==> src/rtl/serial_adder_pkg.sv <==
// Shared state encodings for the serial arithmetic sequencers
// (serial adder today; serial multiplier/shift sequencers later).
package serial_adder_pkg;

  localparam int unsigned STATE_W = 2;

  typedef enum logic [STATE_W-1:0] {
    IDLE  = 2'd0,
    SHIFT = 2'd1,
    DONE  = 2'd2
  } state_t;

endpackage

==> src/rtl/serial_adder_ctrl_fa_bit.sv <==
// 1-bit full adder cell built from two half adders plus an OR for the carry.
// This is the shared 1-bit datapath sequenced by serial_adder_ctrl.
module half_adder (
  input  logic x,
  input  logic y,
  output logic s,
  output logic c
);

  assign s = x ^ y;
  assign c = x & y;

endmodule

module fa_bit (
  input  logic a,
  input  logic b,
  input  logic cin,
  output logic s,
  output logic cout
);

  logic s1;
  logic c1;
  logic c2;

  half_adder u_ha0 (.x(a),  .y(b),   .s(s1), .c(c1));
  half_adder u_ha1 (.x(s1), .y(cin), .s(s),  .c(c2));

  assign cout = c1 | c2;

endmodule

==> src/rtl/serial_adder_ctrl.sv <==
// Bit-serial WIDTH-bit adder controller: captures operands on start, then
// feeds them LSB-first through one fa_bit cell over WIDTH cycles.
// Optional macro SERIAL_SUB_EN adds a 'sub' port for two's-complement a-b.
module serial_adder_ctrl
  import serial_adder_pkg::*;
#(
  parameter int unsigned WIDTH = 8
) (
  input  logic             clk,
  input  logic             rst,
  input  logic             start,
  input  logic [WIDTH-1:0] a,
  input  logic [WIDTH-1:0] b,
`ifdef SERIAL_SUB_EN
  input  logic             sub,
`endif
  output logic [WIDTH-1:0] sum,
  output logic             cout,
  output logic             busy,
  output logic             done
);

  localparam int unsigned CNT_W = $clog2(WIDTH);

  state_t             state;
  state_t             state_nxt;
  logic [WIDTH-1:0]   a_sh;
  logic [WIDTH-1:0]   b_sh;
  logic [WIDTH-1:0]   acc;
  logic [CNT_W-1:0]   cnt;
  logic               carry;
  logic               s_bit;
  logic               c_bit;
  logic               accept;
  logic               cnt_last;
  logic [WIDTH-1:0]   b_init;
  logic               carry_init;

  assign accept   = start && ((state == IDLE) || (state == DONE));
  assign cnt_last = (cnt == CNT_W'(WIDTH - 1));

`ifdef SERIAL_SUB_EN
  // Subtraction as a + ~b + 1: invert B and seed the carry with 1.
  assign b_init     = sub ? ~b : b;
  assign carry_init = sub;
`else
  assign b_init     = b;
  assign carry_init = 1'b0;
`endif

  fa_bit u_fa (
    .a   (a_sh[0]),
    .b   (b_sh[0]),
    .cin (carry),
    .s   (s_bit),
    .cout(c_bit)
  );

  // State register.
  always_ff @(posedge clk or posedge rst) begin
    if (rst) state <= IDLE;
    else     state <= state_nxt;
  end

  // Next-state decode; unknown encodings fall back to IDLE.
  always_comb begin
    state_nxt = IDLE;
    case (state)
      IDLE:    state_nxt = start ? SHIFT : IDLE;
      SHIFT:   state_nxt = cnt_last ? DONE : SHIFT;
      DONE:    state_nxt = start ? SHIFT : IDLE;
      default: state_nxt = IDLE;
    endcase
  end

  // Operand capture, bit-serial shifting and result commit on the last bit.
  always_ff @(posedge clk or posedge rst) begin
    if (rst) begin
      a_sh  <= '0;
      b_sh  <= '0;
      acc   <= '0;
      cnt   <= '0;
      carry <= 1'b0;
      sum   <= '0;
      cout  <= 1'b0;
    end else if (accept) begin
      a_sh  <= a;
      b_sh  <= b_init;
      acc   <= '0;
      cnt   <= '0;
      carry <= carry_init;
    end else if (state == SHIFT) begin
      a_sh  <= a_sh >> 1;
      b_sh  <= b_sh >> 1;
      acc   <= {s_bit, acc[WIDTH-1:1]};
      carry <= c_bit;
      cnt   <= cnt + 1'b1;
      if (cnt_last) begin
        sum  <= {s_bit, acc[WIDTH-1:1]};
        cout <= c_bit;
      end
    end
  end

  // Handshake outputs decoded from the registered state.
  assign busy = (state == SHIFT);
  assign done = (state == DONE);

endmodule

==> config.mk <==
export PLATFORM = sky130hd
export DESIGN_NAME = serial_adder_ctrl
export DESIGN_NICKNAME = d
export VERILOG_FILES = /design/src/rtl/serial_adder_pkg.sv /design/src/rtl/serial_adder_ctrl_fa_bit.sv /design/src/rtl/serial_adder_ctrl.sv
export SDC_FILE = /design/constraint.sdc
export NUM_CORES = 1
export LEC_CHECK = 0
export ABC_CLOCK_PERIOD_IN_PS = 1400
export BUFFER_PORTS_ARGS = -buffer_cell sky130_fd_sc_hd__buf_2
export CAP_MARGIN = 20
export CORE_ASPECT_RATIO = 1.25
export CORE_MARGIN = 2
export CORE_UTILIZATION = 49
export CTS_CLUSTER_DIAMETER = 120
export CTS_CLUSTER_SIZE = 10
export DETAILED_ROUTE_END_ITERATION = 6
export PLACE_DENSITY = 0.71
export SYNTH_ARGS = -nofsm -noshare
export SYNTH_HDL_FRONTEND = slang
export SYNTH_SLANG_ARGS = --single-unit
==> constraint.sdc <==
create_clock -name clk -period 1.4 [get_ports clk]
set_input_delay 0.07 -clock clk [delete_from_list [all_inputs] [get_ports clk]]
set_output_delay 0.07 -clock clk [all_outputs]
set_load 0.02 [all_outputs]
======== After elaboration in Yosys (flattened, before gate mapping) ========
Cells that the tools add are included.
operators by class
  shift-type cells ........................ 0
  magnitude comparators ................... 0
  multiplexer cells ....................... 13
  multipliers ............................. 0
  reductions and logical operators ........ 6
  add/subtract/negate cells ............... 1
  div/mod/pow operators ................... 0
  eq/ne operators ......................... 3
  bitwise gates (word level) .............. 6
operators by type and width
  cell                                                                    number
  8-bit 2-to-1 mux                                                        6
  3-bit 2-to-1 mux                                                        2
  2-bit case mux with 2 select lines                                      1
  3-bit by 1-bit adder with 3-bit output (second input constant)          1
  3-bit equality test (second input constant)                             1
  1-bit 2-to-1 mux                                                        3
  3-bit AND reduction                                                     1
  1-bit AND                                                               2
  2-bit by 1-bit equality test with 1-bit output (second input constant)  1
  2-bit equality test (second input constant)                             1
  2-bit logical NOT                                                       1
  2-bit 2-to-1 mux                                                        1
  2-bit nonzero test                                                      1
  2-bit OR reduction                                                      1
  1-bit XOR                                                               2
  1-bit logical AND                                                       1
  1-bit logical OR                                                        1
  1-bit NOT                                                               1
  1-bit OR                                                                1
word-level totals
  bits in latches ......................... 0
  register bits ........................... 39
  output and inout port bits .............. 11
  input port bits ......................... 19
  memories ................................ 0
  logic and storage cells ................. 37
  ROM bits ................................ 0
  bits in writable memories ............... 0

======== Longest topological paths before layout ========
Gate-level depths: netlist of run 1.
  depth after elaboration ................. 5
  gate-level depth with buffers ........... 7
  gate-level depth less buffers ........... 4

======== Hierarchy ========
A second synthesis of run 1 with hierarchy kept.
second synthesis, totals
  cells, all modules ...................... 141
  area, all modules ....................... 1809.2 µm²
by module, submodules not included
  module             times used  cells an instance  area each (µm²)  sequential area each (µm²)
  serial_adder_ctrl  1           138                1778.0           950.9
  half_adder         2           1                  12.5             0.0
  fa_bit             1           1                  6.3              0.0

======== Worst setup path after synthesis of run 1 ========
Ideal clock, no wire load.
  path kind ............................... register to register
  from .................................... reg cnt[0]
  to ...................................... reg cout
  path slack .............................. 0.049 ns
  arrival time ............................ 1.225 ns
  library setup time ...................... 0.125 ns
  data required time ...................... 1.275 ns
  clock period less this slack ............ 1.351 ns
  buffers on the path ..................... 0
  stages on the path, launching flop included .. 5
  path through ............................ dfrtp_1 ha_1 ha_1 nand2_8 mux2_4
between the ends
  longest elaborated chain between the ends .. 2
RTL lines
  item                           line                      source
  from (decl)                    serial_adder_ctrl.sv:30   logic [CNT_W-1:0] cnt;
  from (signal assigned)         serial_adder_ctrl.sv:97   cnt <= cnt + 1'b1;
  3-bit equality test            serial_adder_ctrl.sv:40   assign cnt_last = (cnt == CNT_W'(WIDTH - 1));
  3-bit AND reduction (no line)  -
  to (signal assigned)           serial_adder_ctrl.sv:100  cout <= c_bit;
  to (decl)                      serial_adder_ctrl.sv:18   output logic cout,
Every way passes these cells.
A chain may end at the register's enable or synchronous reset.

======== Final worst setup path of run 1 ========
  from .................................... reg cnt[1]
  to ...................................... reg sum[7]
between the ends
  longest elaborated chain between the ends .. 2
RTL lines
  item                           line                     source
  3-bit equality test            serial_adder_ctrl.sv:40
  3-bit AND reduction (no line)  -
  to (signal assigned)           serial_adder_ctrl.sv:99  sum <= {s_bit, acc[WIDTH-1:1]};
  to (decl)                      serial_adder_ctrl.sv:17  output logic [WIDTH-1:0] sum,
Every way passes these cells.

==> Implementation_results.wiki, run 1 <==
{| class="wikitable"
! Metric !! Value
|-
| Result of the run || finished, final reports clean
|-
| Mapped Avg Cell Area || between 10 and 15 um^2
|-
| CP Data Arrival Time || 1.55 ns
|-
| Post-DP HPWL || 2.20 mm
|-
| Start-to-end type of the worst setup path || reg -> reg
|-
| Global-route total usage across every layer || between 10% and 20%
|-
| Distinct cells, synth || 26
|-
| Length of the first detailed-routing pass in iterations || 4
|-
| Area fraction in compound gates after synthesis || between 10 and 15%
|-
| Global route total overflow || 0
|-
| Type of origin of the critical path || flip-flop
|-
| Biggest fanout along the worst timing path || 5
|-
| Routed WL per cell || ~16 um
|-
| Initial core utilization || roughly 50%
|-
| Share of layout cells above drive strength 1 || 44.3%
|-
| Type of destination of the critical path || flip-flop
|-
| Worst slack on hold paths || between 0.015 and 0.02 ns
|-
| Worst IR drop on VDD || roughly 1.4 mV
|-
| Crit share post-route || a little over nine tenths
|-
| Parity-gate share of the synthesized area counting xor and xnor cells || 0%
|-
| Number of sinks on the clock net || 38
|-
| Area added between synthesis and finish || 18.7%
|-
| Post-place instance area || between 1500 and 2000 um^2
|-
| Core area || 3450 um^2
|-
| Area of all placed cells without fillers || between 2000 and 2500 um^2
|-
| Global-route wire length before repair || ~5.5 mm
|-
| Diode count || 0
|-
| Switching power || between 1500 and 2000 uW
|-
| Final estimated routing congestion in global placement || roughly 0.70
|-
| Post-Synthesis Cell Area || 1740 um^2
|-
| Adder-cell area share of the yosys netlist || roughly 2.6%
|-
| Via count of the first global-routing pass || around 1200
|-
| Synthesized-area fraction occupied by and/or/nand/nor cells || between 10 and 15%
|-
| Slew HR || 68.8%
|-
| Utilization after layout || around three fifths
|-
| # Post-CTS Setup Buffers || 0
|-
| Insertion delay of the later-clocked pin in the worst-skew pair || 0.30 ns
|-
| Post-route total power || approximately 5000 uW
|-
| Antenna violations before repair || 0
|-
| Total power divided by cell area || 2430 nW/um^2
|-
| Boundary Pins || 30
|-
| Share of cell area taken by muxes after synthesis || under 10%
|-
| Layout Skew || about 0.0071 ns
|-
| Data required time at the worst endpoint || ~1.6 ns
|-
| Largest family of logic cells by synthesized area || simple AND/OR/NAND/NOR gates
|-
| CTS buffer count || 5
|-
| Relative contribution of the clock network to total power || between 10% and 20%
|-
| Vertical extent of the die || slightly above 70 um
|-
| IO buf count || 29
|-
| Depth of the CTS H-tree || 2
|-
| Max-slew violation count || 0
|-
| WP buf/inv || 0
|-
| Max-capacitance violation count || 0
|-
| Horizontal die dimension || 57.3 um
|-
| Max Buffers Root-to-Sink || 2
|-
| Post-synthesis instance total || roughly 130
|-
| Via count of the routed design || approximately 1100
|-
| Routed Antenna Nets || 0
|-
| Final routed DRC violation total || 0
|-
| Die Outline Area || about 4000 um^2
|-
| Net count reported at finish || approximately 190
|-
| Clock root cell || sky130_fd_sc_hd__clkbuf_8
|-
| Total number of placement rows || 24
|-
| Final setup violation count || 0
|-
| Sw Ratio || between 30% and 40%
|-
| Combinational cell fraction of total power || 42.2%
|-
| Highest attainable clock frequency || 736 MHz
|-
| Total Negative Setup Slacks || 0 ns
|-
| Max incr delay on CP || 0.40 ns
|-
| Sequential group share of total power || roughly two fifths
|-
| Worst path slowest cell || sky130_fd_sc_hd__dfrtp_1
|-
| Routed wire length || approximately 3.2 mm
|-
| Post-Synthesis Net Count || 150
|-
| Via density per instance || 5.45
|-
| Drt initial violations || 15
|-
| Post-layout minimum cycle time || roughly 1.4 ns
|-
| Pin count of the biggest net entering global routing || 39
|-
| Cell family contributing the most delay on the critical path || adder cells
|-
| Clock tree from TritonCTS || done
|-
| Worst Hold Class || in -> reg
|-
| Part of the Yosys area used for sequential elements || a little over half
|-
| Critical Path, Cell by Cell || ha_1 -> ha_4 -> nand2_4 -> mux2_4
|-
| Number of hold-slack violations in the final timing report || 0
|-
| Flip-flop and latch count after synthesis || 38
|-
| Slew @ Worst Pin || 0.468 ns
|-
| Number of warnings issued by yosys || 0
|-
| Clock-pin transition on the worst setup and hold timing paths || about 0.080 ns
|-
| Setup repair after global routing missed its margin || false
|-
| P_int || approximately 3200 uW
|-
| Leakage power || 0.000971 uW
|}
[power by group through the flow]
| stage | clock network, uW | logic, uW | registers [uW] |
|---|---|---|---|
| after floorplan | 0 | 1670 | 2020 |
| after detailed placement | 0 | 2080 | 1980 |
| after CTS | 942 | 2120 | 1970 |
| after global routing | 986 | 2330 | 2030 |
| after global placement | 0 | 2000 | 1950 |
| final | 934 | 2120 | 1960 |
[flip-flops by register name, indices dropped and copies added, names as in the netlist]
name and cells:
cnt 3, a_sh 8, acc 7, cout 1
b_sh 8, carry 1, sum 8, state 2
[per-layer routing]
layer	GRT usage, %	part of all wire, %	vias up
li1	-	-	541
met1	21.6	42	545
met2	29.6	51	26
met3	3.84	4.1	10
met4	10.6	2.8	0
met5	0	0	-
[worst paths after layout]
check / slack, ns / depth (start not counted) / startpoint / end
max: 0.04 / 4 / cnt[1] / sum[7]
min: 0.02 / 2 / a[7] / a_sh[7]
max reg2reg: 0.04 / 4 / cnt[1] / sum[7]
min reg2reg: 0.51 / 1 / sum[1] / sum[1]
max in group asynchronous: 0.64 / 4 / rst / cnt[0]
min in group asynchronous: 0.43 / 4 / rst / sum[4]
[final cells by class]
type	count	area [um^2]
fillers	299	1390
flip-flops and latches	38	951
multi-input cells	80	706
repair buffers	38	218
clock buffers	5	68.8
well taps	39	48.8
clock inverters	3	45.0
inverters	3	23.8
[stage by stage]
step,worst slack (ns),instances
final,0.0419,206
after floorplan,0.0495,128
after global routing,0.00593,206
after detailed placement,-0.0184,195
after CTS,0.0285,205
after global placement,0.0367,195
[synthesized netlist by cell type]
cell type	instances	area [um^2]
sky130_fd_sc_hd__nand2b_4	1	13.8
sky130_fd_sc_hd__mux2_2	1	11.3
sky130_fd_sc_hd__o22ai_1	12	75.1
sky130_fd_sc_hd__nor2b_1	3	18.8
sky130_fd_sc_hd__a22o_1	12	105
sky130_fd_sc_hd__buf_12	1	20.0
sky130_fd_sc_hd__a21oi_1	2	10.0
sky130_fd_sc_hd__nand2_8	1	20.0
sky130_fd_sc_hd__dfrtp_1	38	951
sky130_fd_sc_hd__and2b_2	1	8.76
sky130_fd_sc_hd__nor2_1	13	48.8
sky130_fd_sc_hd__inv_1	2	7.51
sky130_fd_sc_hd__nand2b_1	1	6.26
sky130_fd_sc_hd__buf_6	4	45.0
sky130_fd_sc_hd__nand3_1	1	5.00
sky130_fd_sc_hd__mux2_4	9	135
sky130_fd_sc_hd__nor3_2	12	120
sky130_fd_sc_hd__ha_1	2	25.0
sky130_fd_sc_hd__inv_12	1	16.3
sky130_fd_sc_hd__nor2_4	1	11.3
sky130_fd_sc_hd__o21ai_0	2	10.0
sky130_fd_sc_hd__buf_2	2	10.0
sky130_fd_sc_hd__buf_4	1	7.51
sky130_fd_sc_hd__a211oi_1	2	15.0
sky130_fd_sc_hd__mux2i_1	2	20.0
sky130_fd_sc_hd__fa_1	1	20.0
[placed cells by master, fill, tap and decap left out, types with 3 or more instances in the layout]
| master | Yosys | final |
|---|---|---|
| sky130_fd_sc_hd__clkbuf_8 | 0 | 5 |
| sky130_fd_sc_hd__buf_4 | 1 | 7 |
| sky130_fd_sc_hd__dfrtp_1 | 38 | 38 |
| sky130_fd_sc_hd__nor3_2 | 12 | 12 |
| sky130_fd_sc_hd__nor2_1 | 13 | 13 |
| sky130_fd_sc_hd__buf_2 | 2 | 29 |
| sky130_fd_sc_hd__nor2b_1 | 3 | 3 |
| sky130_fd_sc_hd__mux2_4 | 9 | 9 |
| sky130_fd_sc_hd__a22o_1 | 12 | 12 |
| sky130_fd_sc_hd__o22ai_1 | 12 | 12 |
[what timing repair did]
action                                 4_1_cts  5_1_grt
hold buffers                                 2        0
pin swaps                                    0        1
gates resized for setup                      1        2
endpoints found under the hold margin       39        0
setup endpoints to repair                    9        8
gates cloned                                 0        1
[cell families (layout without fill, tap and decap cells)]
group,Yosys count,after routing
fa+ha+maj,3,3
mux,12,12
flops,38,38
compound gates,30,30
buf+inv,11,49
simple gates,34,35
Note: power is estimated with default switching activity, not from simulation.
==> inputs of run 2 (changes only) <==
--- a/config.mk
+++ b/config.mk
@@ -14,6 +14,7 @@
 export CTS_CLUSTER_DIAMETER = 120
 export CTS_CLUSTER_SIZE = 10
 export DETAILED_ROUTE_END_ITERATION = 6
+export MAX_ROUTING_LAYER = met4
 export PLACE_DENSITY = 0.71
 export SYNTH_ARGS = -nofsm -noshare
 export SYNTH_HDL_FRONTEND = slang
==> run 2 against run 1 <==
Compared with the run above:
- sequential cell count did not move
- first-iteration DRC count rose by 6.7%
- fmax fell by 0.26%
- setup slack got worse by 0.0036 ns
- core utilization did not move
- via count fell by 0.36%
- clock skew fell by 0.0027 ns
- register-to-register slack barely moved
- hold slack got worse by 0.0013 ns
- cell area did not move
- global-route usage rose by 0.66 points
- clock-buffer cell count did not move
- largest cell class unchanged
==> Implementation_results.wiki, run 2 (synthesis results as in run 1) <==
{| class="wikitable"
! Metric !! Value
|-
| Count of fill cells added during filler insertion || roughly 300
|-
| Slew HR || around two thirds
|-
| Routed metal-1 wirelength || 1.33 mm
|-
| Depth of the CTS H-tree || 2
|-
| Layout Skew || approximately 0.0044 ns
|-
| Clock root cell || sky130_fd_sc_hd__clkbuf_8
|-
| Horizontal die dimension || approximately 57 um
|-
| Max Buffers Root-to-Sink || 2
|-
| Type of destination of the critical path || flip-flop
|-
| Vertical extent of the die || roughly 71 um
|-
| Final routed DRC violation total || 0
|-
| Leakage power || 0.000971 uW
|-
| Setup slack of the worst register-to-register path || approximately 0.038 ns
|-
| Routed wire length || approximately 3.2 mm
|-
| Total power divided by cell area || between 2000 and 2500 nW/um^2
|-
| Type of origin of the critical path || flip-flop
|-
| Worst slack on hold paths || approximately 0.014 ns
|-
| Number of hold-slack violations in the final timing report || 0
|-
| Highest metal layer used by the detailed router || met4
|-
| CTS buffer count || 5
|-
| Clock tree from TritonCTS || done
|-
| Routed WL per cell || around 16 um
|-
| Reg2reg end || sum[7]
|-
| Clock-pin transition on the worst setup and hold timing paths || around 0.08 ns
|-
| Boundary Pins || 30
|-
| CP Capture Point || sum[7]
|-
| Initial core utilization || just over 50%
|-
| Post-route total power || roughly 5000 uW
|-
| Total number of placement rows || 24
|-
| Setup repair after global routing missed its margin || false
|-
| Wire length on met2 || 1.68 mm
|-
| Commonest non-fill, non-tap cells in the layout || sky130_fd_sc_hd__dfrtp_1, sky130_fd_sc_hd__buf_2, sky130_fd_sc_hd__nor2_1
|-
| Insertion delay of the later-clocked pin in the worst-skew pair || approximately 0.30 ns
|-
| Max-slew violation count || 0
|-
| Diode count || 0
|-
| Global-route total usage across every layer || a little under a fifth
|-
| Length of the first detailed-routing pass in iterations || 3
|-
| Global route total overflow || 0
|-
| Wire length on met3 || 143 um
|-
| Crit share post-route || a little over nine tenths
|-
| Total Negative Setup Slacks || 0 ns
|-
| Result of the run || finished, final reports clean
|-
| Data required time at the worst endpoint || 1.59 ns
|-
| Critical Path Source || cnt[1]
|-
| Global-route wire length before repair || approximately 5.5 mm
|-
| Leading cell type in the layout, fill and taps excluded || sky130_fd_sc_hd__dfrtp_1
|-
| Die Outline Area || 4040 um^2
|-
| Start-to-end type of the worst setup path || reg -> reg
|-
| Via count of the routed design || around 1100
|-
| Highest attainable clock frequency || approximately 730 MHz
|-
| Share of layout cells above drive strength 1 || about 44%
|-
| Beginning of the worst register-to-register path || cnt[1]
|-
| IO buf count || 29
|-
| Net count reported at finish || 188
|-
| Antenna violations before repair || 0
|-
| Routed Antenna Nets || 0
|-
| Via density per instance || 5.43
|-
| Top flop regs || a_sh x8, b_sh x8, sum x8
|-
| Biggest fanout along the worst timing path || 5
|-
| Number of sinks on the clock net || 38
|-
| Drt initial violations || 16
|-
| Post-DP HPWL || between 2 and 2.5 mm
|-
| Worst IR drop on VDD || around 1.4 mV
|-
| Critical Path, Cell by Cell || ha_1 -> ha_4 -> nand2_4 -> mux2_4
|-
| Max incr delay on CP || ~0.4 ns
|-
| Worst path slowest cell || sky130_fd_sc_hd__dfrtp_1
|-
| Final estimated routing congestion in global placement || 0.712
|-
| Max-capacitance violation count || 0
|-
| CP Data Arrival Time || ~1.6 ns
|-
| Core area || 3450 um^2
|-
| Via count of the first global-routing pass || approximately 1200
|-
| Pin count of the biggest net entering global routing || 39
|-
| Final setup violation count || 0
|-
| Area added between synthesis and finish || 18.7%
|-
| Post-layout minimum cycle time || between 1 and 1.5 ns
|-
| Slew @ Worst Pin || around 0.47 ns
|-
| Worst Hold Class || in -> reg
|-
| Worst R2R Path Depth || 4
|}
==> run 2: what timing repair did <==
action / in CTS / in global routing
hold buffers: 2 / 0
hold endpoints to repair: 39 / 0
gates resized for setup: 1 / 2
endpoints found under the setup margin: 9 / 5
buffers inserted: 0 / 0
cloned: 0 / 1
pin swaps: 0 / 1
==> run 2: worst min-delay path by stage <==
stage / startpoint / to / slack, ns / cells after the start
final: a[7] / a_sh[7] / 0.01 / 2
after global routing: a[7] / a_sh[7] / 0.006 / 2
after CTS: a[7] / a_sh[7] / 0.01 / 2
after detailed placement: rst / sum[5] / 0.22 / 3
after global placement: rst / b_sh[7] / 0.20 / 3
after floorplan: a[7] / a_sh[7] / 0.21 / 1
==> run 2: critical path, delay by kind of cell, from the launching register on <==
family	cells	cell delay, ns
fa+ha+maj	2	0.43
flops	1	0.40
mux	1	0.30
simple gates	1	0.12
==> run 2: area by class of cell <==
class | count | area (um^2) | area share (%)
Clock buffer | 5 | 68.8 | 3.34
Inverter | 3 | 23.8 | 1.15
Sequential cell | 38 | 951 | 46.1
Multi-Input combinational cell | 80 | 706 | 34.2
Tap cell | 39 | 48.8 | 2.37
Clock inverter | 3 | 45.0 | 2.19
Timing Repair Buffer | 38 | 218 | 10.6
==> run 2: stage by stage <==
step | instances | setup WS, ns | util [%] | instance area [um^2]
2_1_floorplan | 128 | 0.0495 | - | 1740
3_3_place_gp | 195 | 0.0367 | 55.0 | 1900
3_5_place_dp | 195 | -0.0184 | 55.0 | 1900
4_1_cts | 205 | 0.0285 | 59.0 | 2040
5_1_grt | 206 | 0.00540 | 59.7 | 2060
6_report | 206 | 0.0383 | 59.7 | 2060
==> run 2: report_power, final <==
group          internal, uW  total, uW  switching [uW]
Combinational          1020       2120            1090
Sequential             1600       1960             361
Clock                   530        931             401
==> run 2: routing by layer <==
layer,vias up,track usage [%]
met3,8,6.58
met2,26,29.8
li1,540,-
met4,0,7.49
met5,-,-
met1,544,21.4
==> inputs of run 3 (changes only) <==
--- a/config.mk
+++ b/config.mk
@@ -10,12 +10,13 @@
 export CAP_MARGIN = 20
 export CORE_ASPECT_RATIO = 1.25
 export CORE_MARGIN = 2
-export CORE_UTILIZATION = 49
+export CORE_UTILIZATION = 50
 export CTS_CLUSTER_DIAMETER = 120
 export CTS_CLUSTER_SIZE = 10
 export DETAILED_ROUTE_END_ITERATION = 6
 export MAX_ROUTING_LAYER = met4
-export PLACE_DENSITY = 0.71
+export PLACE_DENSITY = 0.72
 export SYNTH_ARGS = -nofsm -noshare
 export SYNTH_HDL_FRONTEND = slang
+export SYNTH_HIERARCHICAL = 1
 export SYNTH_SLANG_ARGS = --single-unit
==> run 3 against run 2 <==
Compared with the run above:
- the run now ends with setup timing left
- cell area grew 8.3%
- synthesized area grew 4.2%
- combinational power grew 8%
- register-to-register slack lost 0.096 ns
- sequential share of layout area shrank 3.5 points
- sequential cell count is the same
- die area grew 2.0%
- critical endpoint is now cout
- highest routed layer unchanged
==> Implementation_results.wiki, run 3 <==
{| class="wikitable"
! Metric !! Value
|-
| Depth of the CTS H-tree || 2
|-
| Number of sinks on the clock net || 38
|-
| Register area || around 950 um^2
|-
| Setup WS pre-CTS || -0.0632 ns
|-
| Synth top area share || 52.6%
|-
| Prevailing post-synth register cell || sky130_fd_sc_hd__dfrtp_1
|-
| Most area-consuming cells after synthesis || sky130_fd_sc_hd__dfrtp_1, sky130_fd_sc_hd__mux2i_1, sky130_fd_sc_hd__mux2_4, sky130_fd_sc_hd__a211oi_1, sky130_fd_sc_hd__a22o_1
|-
| Slew HR || 64.9%
|-
| Final routed DRC violation total || 0
|-
| Number of warnings issued by yosys || 6
|-
| Commonest non-fill, non-tap cells in the layout || sky130_fd_sc_hd__dfrtp_1, sky130_fd_sc_hd__buf_2, sky130_fd_sc_hd__nor2b_1
|-
| Insertion delay of the later-clocked pin in the worst-skew pair || ~0.29 ns
|-
| Routed WL per cell || 15.4 um
|-
| Net count reported at finish || approximately 210
|-
| Post-layout minimum cycle time || 1.46 ns
|-
| Count of fill cells added during filler insertion || ~280
|-
| Final setup violation count || 2
|-
| Start-to-end type of the worst setup path || reg -> reg
|-
| Post-synthesis instance total || 141
|-
| Max-slew violation count || 0
|-
| Vertical extent of the die || 71.3 um
|-
| Drt initial violations || 43
|-
| CTS buffer count || 5
|-
| Top flop regs || a_sh x8, b_sh x8, sum x8
|-
| Biggest fanout along the worst timing path || 2
|-
| Post-route worst setup slack || -0.0576 ns
|-
| Total number of placement rows || 24
|-
| Layout Skew || between 0.006 and 0.007 ns
|-
| Pin count of the biggest net entering global routing || 39
|-
| Number of enable flip-flop cells after synthesis || 0
|-
| Via count of the routed design || about 1200
|-
| Antenna violations before repair || 0
|-
| Most common cell in the synthesized netlist || sky130_fd_sc_hd__dfrtp_1
|-
| Boundary Pins || 30
|-
| Number of cells on the worst hold path || 2
|-
| IO buf count || 29
|-
| Horizontal die dimension || 57.8 um
|-
| Worst Hold Class || in -> reg
|-
| Crit share post-route || 104%
|-
| Global-route total usage across every layer || a little under a fifth
|-
| Leading cell type in the layout, fill and taps excluded || sky130_fd_sc_hd__dfrtp_1
|-
| Clock tree from TritonCTS || done
|-
| Distinct cells, synth || 19
|-
| Area added between synthesis and finish || 23.4%
|-
| Reg2reg end || cout
|-
| Flip-flop and latch count after synthesis || 38
|-
| Worst R2R Path Depth || 4
|-
| Final estimated routing congestion in global placement || between 0.7 and 0.8
|-
| Initial core utilization || approximately half
|-
| Beginning of the worst register-to-register path || a_sh[0]
|-
| Leakage power || ~0.0010 uW
|-
| Data required time at the worst endpoint || 1.58 ns
|-
| Diode count || 0
|-
| Highest attainable clock frequency || 686 MHz
|-
| Share of layout cells above drive strength 1 || a little under two fifths
|-
| Most instantiated cells after synthesis || sky130_fd_sc_hd__dfrtp_1, sky130_fd_sc_hd__nor2b_1, sky130_fd_sc_hd__a211oi_1, sky130_fd_sc_hd__a21oi_1, sky130_fd_sc_hd__mux2i_1
|-
| CP Data Arrival Time || 1.64 ns
|-
| Result of the run || finished with violations
|-
| Area of the multi-input gates || roughly 800 um^2
|-
| Critical Path Source || a_sh[0]
|-
| Max-capacitance violation count || 0
|-
| Post-place instance area || 1990 um^2
|-
| Worst IR drop on VDD || 1.71 mV
|-
| Type of destination of the critical path || flip-flop
|-
| Proportion of synthesized flip-flops having asynchronous set or reset || 100%
|-
| Failing checks || setup timing
|-
| Type of origin of the critical path || flip-flop
|-
| Mapped Avg Cell Area || 12.8 um^2
|-
| Min-Delay Startpoint || b[7]
|-
| Post-Synthesis Net Count || 164
|-
| Post-DP HPWL || ~2.3 mm
|-
| Number of hold-slack violations in the final timing report || 0
|-
| Part of the Yosys area used for sequential elements || 52.6%
|-
| Total power divided by cell area || 2420 nW/um^2
|-
| Via density per instance || between 5 and 6
|-
| Clock root cell || sky130_fd_sc_hd__clkbuf_8
|-
| Setup slack of the worst register-to-register path || -0.06 ns
|-
| Routed wire length || around 3.4 mm
|-
| Slew @ Worst Pin || 0.526 ns
|-
| Utilization after layout || 64.1%
|-
| Routed Antenna Nets || 0
|-
| Die Outline Area || roughly 4100 um^2
|-
| Hold Path End || b_sh[7]
|-
| Length of the first detailed-routing pass in iterations || 4
|-
| Global route total overflow || 0
|-
| Max Buffers Root-to-Sink || 2
|-
| Area of all placed cells without fillers || ~2200 um^2
|-
| Global-route wire length before repair || around 5.7 mm
|-
| Via count of the first global-routing pass || 1270
|-
| Cell taking the most area after synthesis || sky130_fd_sc_hd__dfrtp_1
|-
| Core area || 3480 um^2
|-
| Post-Synthesis Cell Area || between 1500 and 2000 um^2
|-
| Setup repair after global routing missed its margin || true
|-
| Clock-pin transition on the worst setup and hold timing paths || 0.07 ns
|}
## run 3: metal layers
layer | wire length [um] | track usage [%] | share of wire, %
met5 | 0 | - | 0
met4 | 70 | 8.53 | 2.0
met1 | 1440 | 21.4 | 42
met3 | 134 | 4.51 | 3.9
met2 | 1780 | 30.9 | 52
## run 3: how the worst max path moves through the flow
| stage | end | slack, ns |
|---|---|---|
| after global routing | cout | -0.09 |
| after floorplan | cout | -0.0009 |
| after detailed placement | cout | -0.06 |
| after CTS | cout | -0.05 |
| final | cout | -0.06 |
| after global placement | cout | -0.02 |
## run 3: power by group
| group | leakage (uW) | switching [uW] | internal (uW) | total [uW] |
|---|---|---|---|---|
| combinational | 0.000510 | 1070 | 1230 | 2290 |
| clock | 0.0000714 | 380 | 760 | 1140 |
| sequential | 0.000468 | 348 | 1610 | 1960 |
## run 3: per-stage QoR
| stage | hold WS [ns] | total power [uW] | TNS [ns] | std cells |
|---|---|---|---|---|
| 3_5_place_dp | 0.207 | 4010 | -0.241 | 206 |
| 6_report | 0.0184 | 5390 | -0.0877 | 223 |
| 4_1_cts | 0.00898 | 5280 | -0.0809 | 217 |
| 5_1_grt | 0.0220 | 5740 | -0.215 | 223 |
| 2_1_floorplan | 0.210 | 3530 | -0.000875 | 141 |
| 3_3_place_gp | 0.196 | 3900 | -0.0229 | 206 |
## run 3: cell families after synthesis
family	count (synthesis)	synth area share, %
compound gates	41	15.9
fa+ha+maj	4	2.77
buf+inv	14	4.84
flops	38	52.6
mux	24	15.8
simple gates	20	8.09
## run 3: worst max-delay path, stage by stage (launching register included)
cell,delay [ns]
sky130_fd_sc_hd__dfrtp_1,0.40
sky130_fd_sc_hd__ha_1,0.30
sky130_fd_sc_hd__ha_2,0.16
sky130_fd_sc_hd__or2_1,0.22
sky130_fd_sc_hd__mux2_4,0.27
## run 3: cell type report
type / instances / area share (%)
Tap cell: 39 / 2.19
Clock inverter: 2 / 2.69
Sequential cell: 38 / 42.6
Clock buffer: 6 / 3.70
Timing Repair Buffer: 45 / 12.6
Inverter: 3 / 0.504
Multi-Input combinational cell: 90 / 35.7
## run 3: what timing repair did
action                     4_1_cts  5_1_grt
hold buffers                     1        0
buffers inserted                 1        6
gates resized for setup          4        2
pin swaps                        2        0
setup endpoints to repair       11       10
hold endpoints to repair        38        0
cloned                           1        0
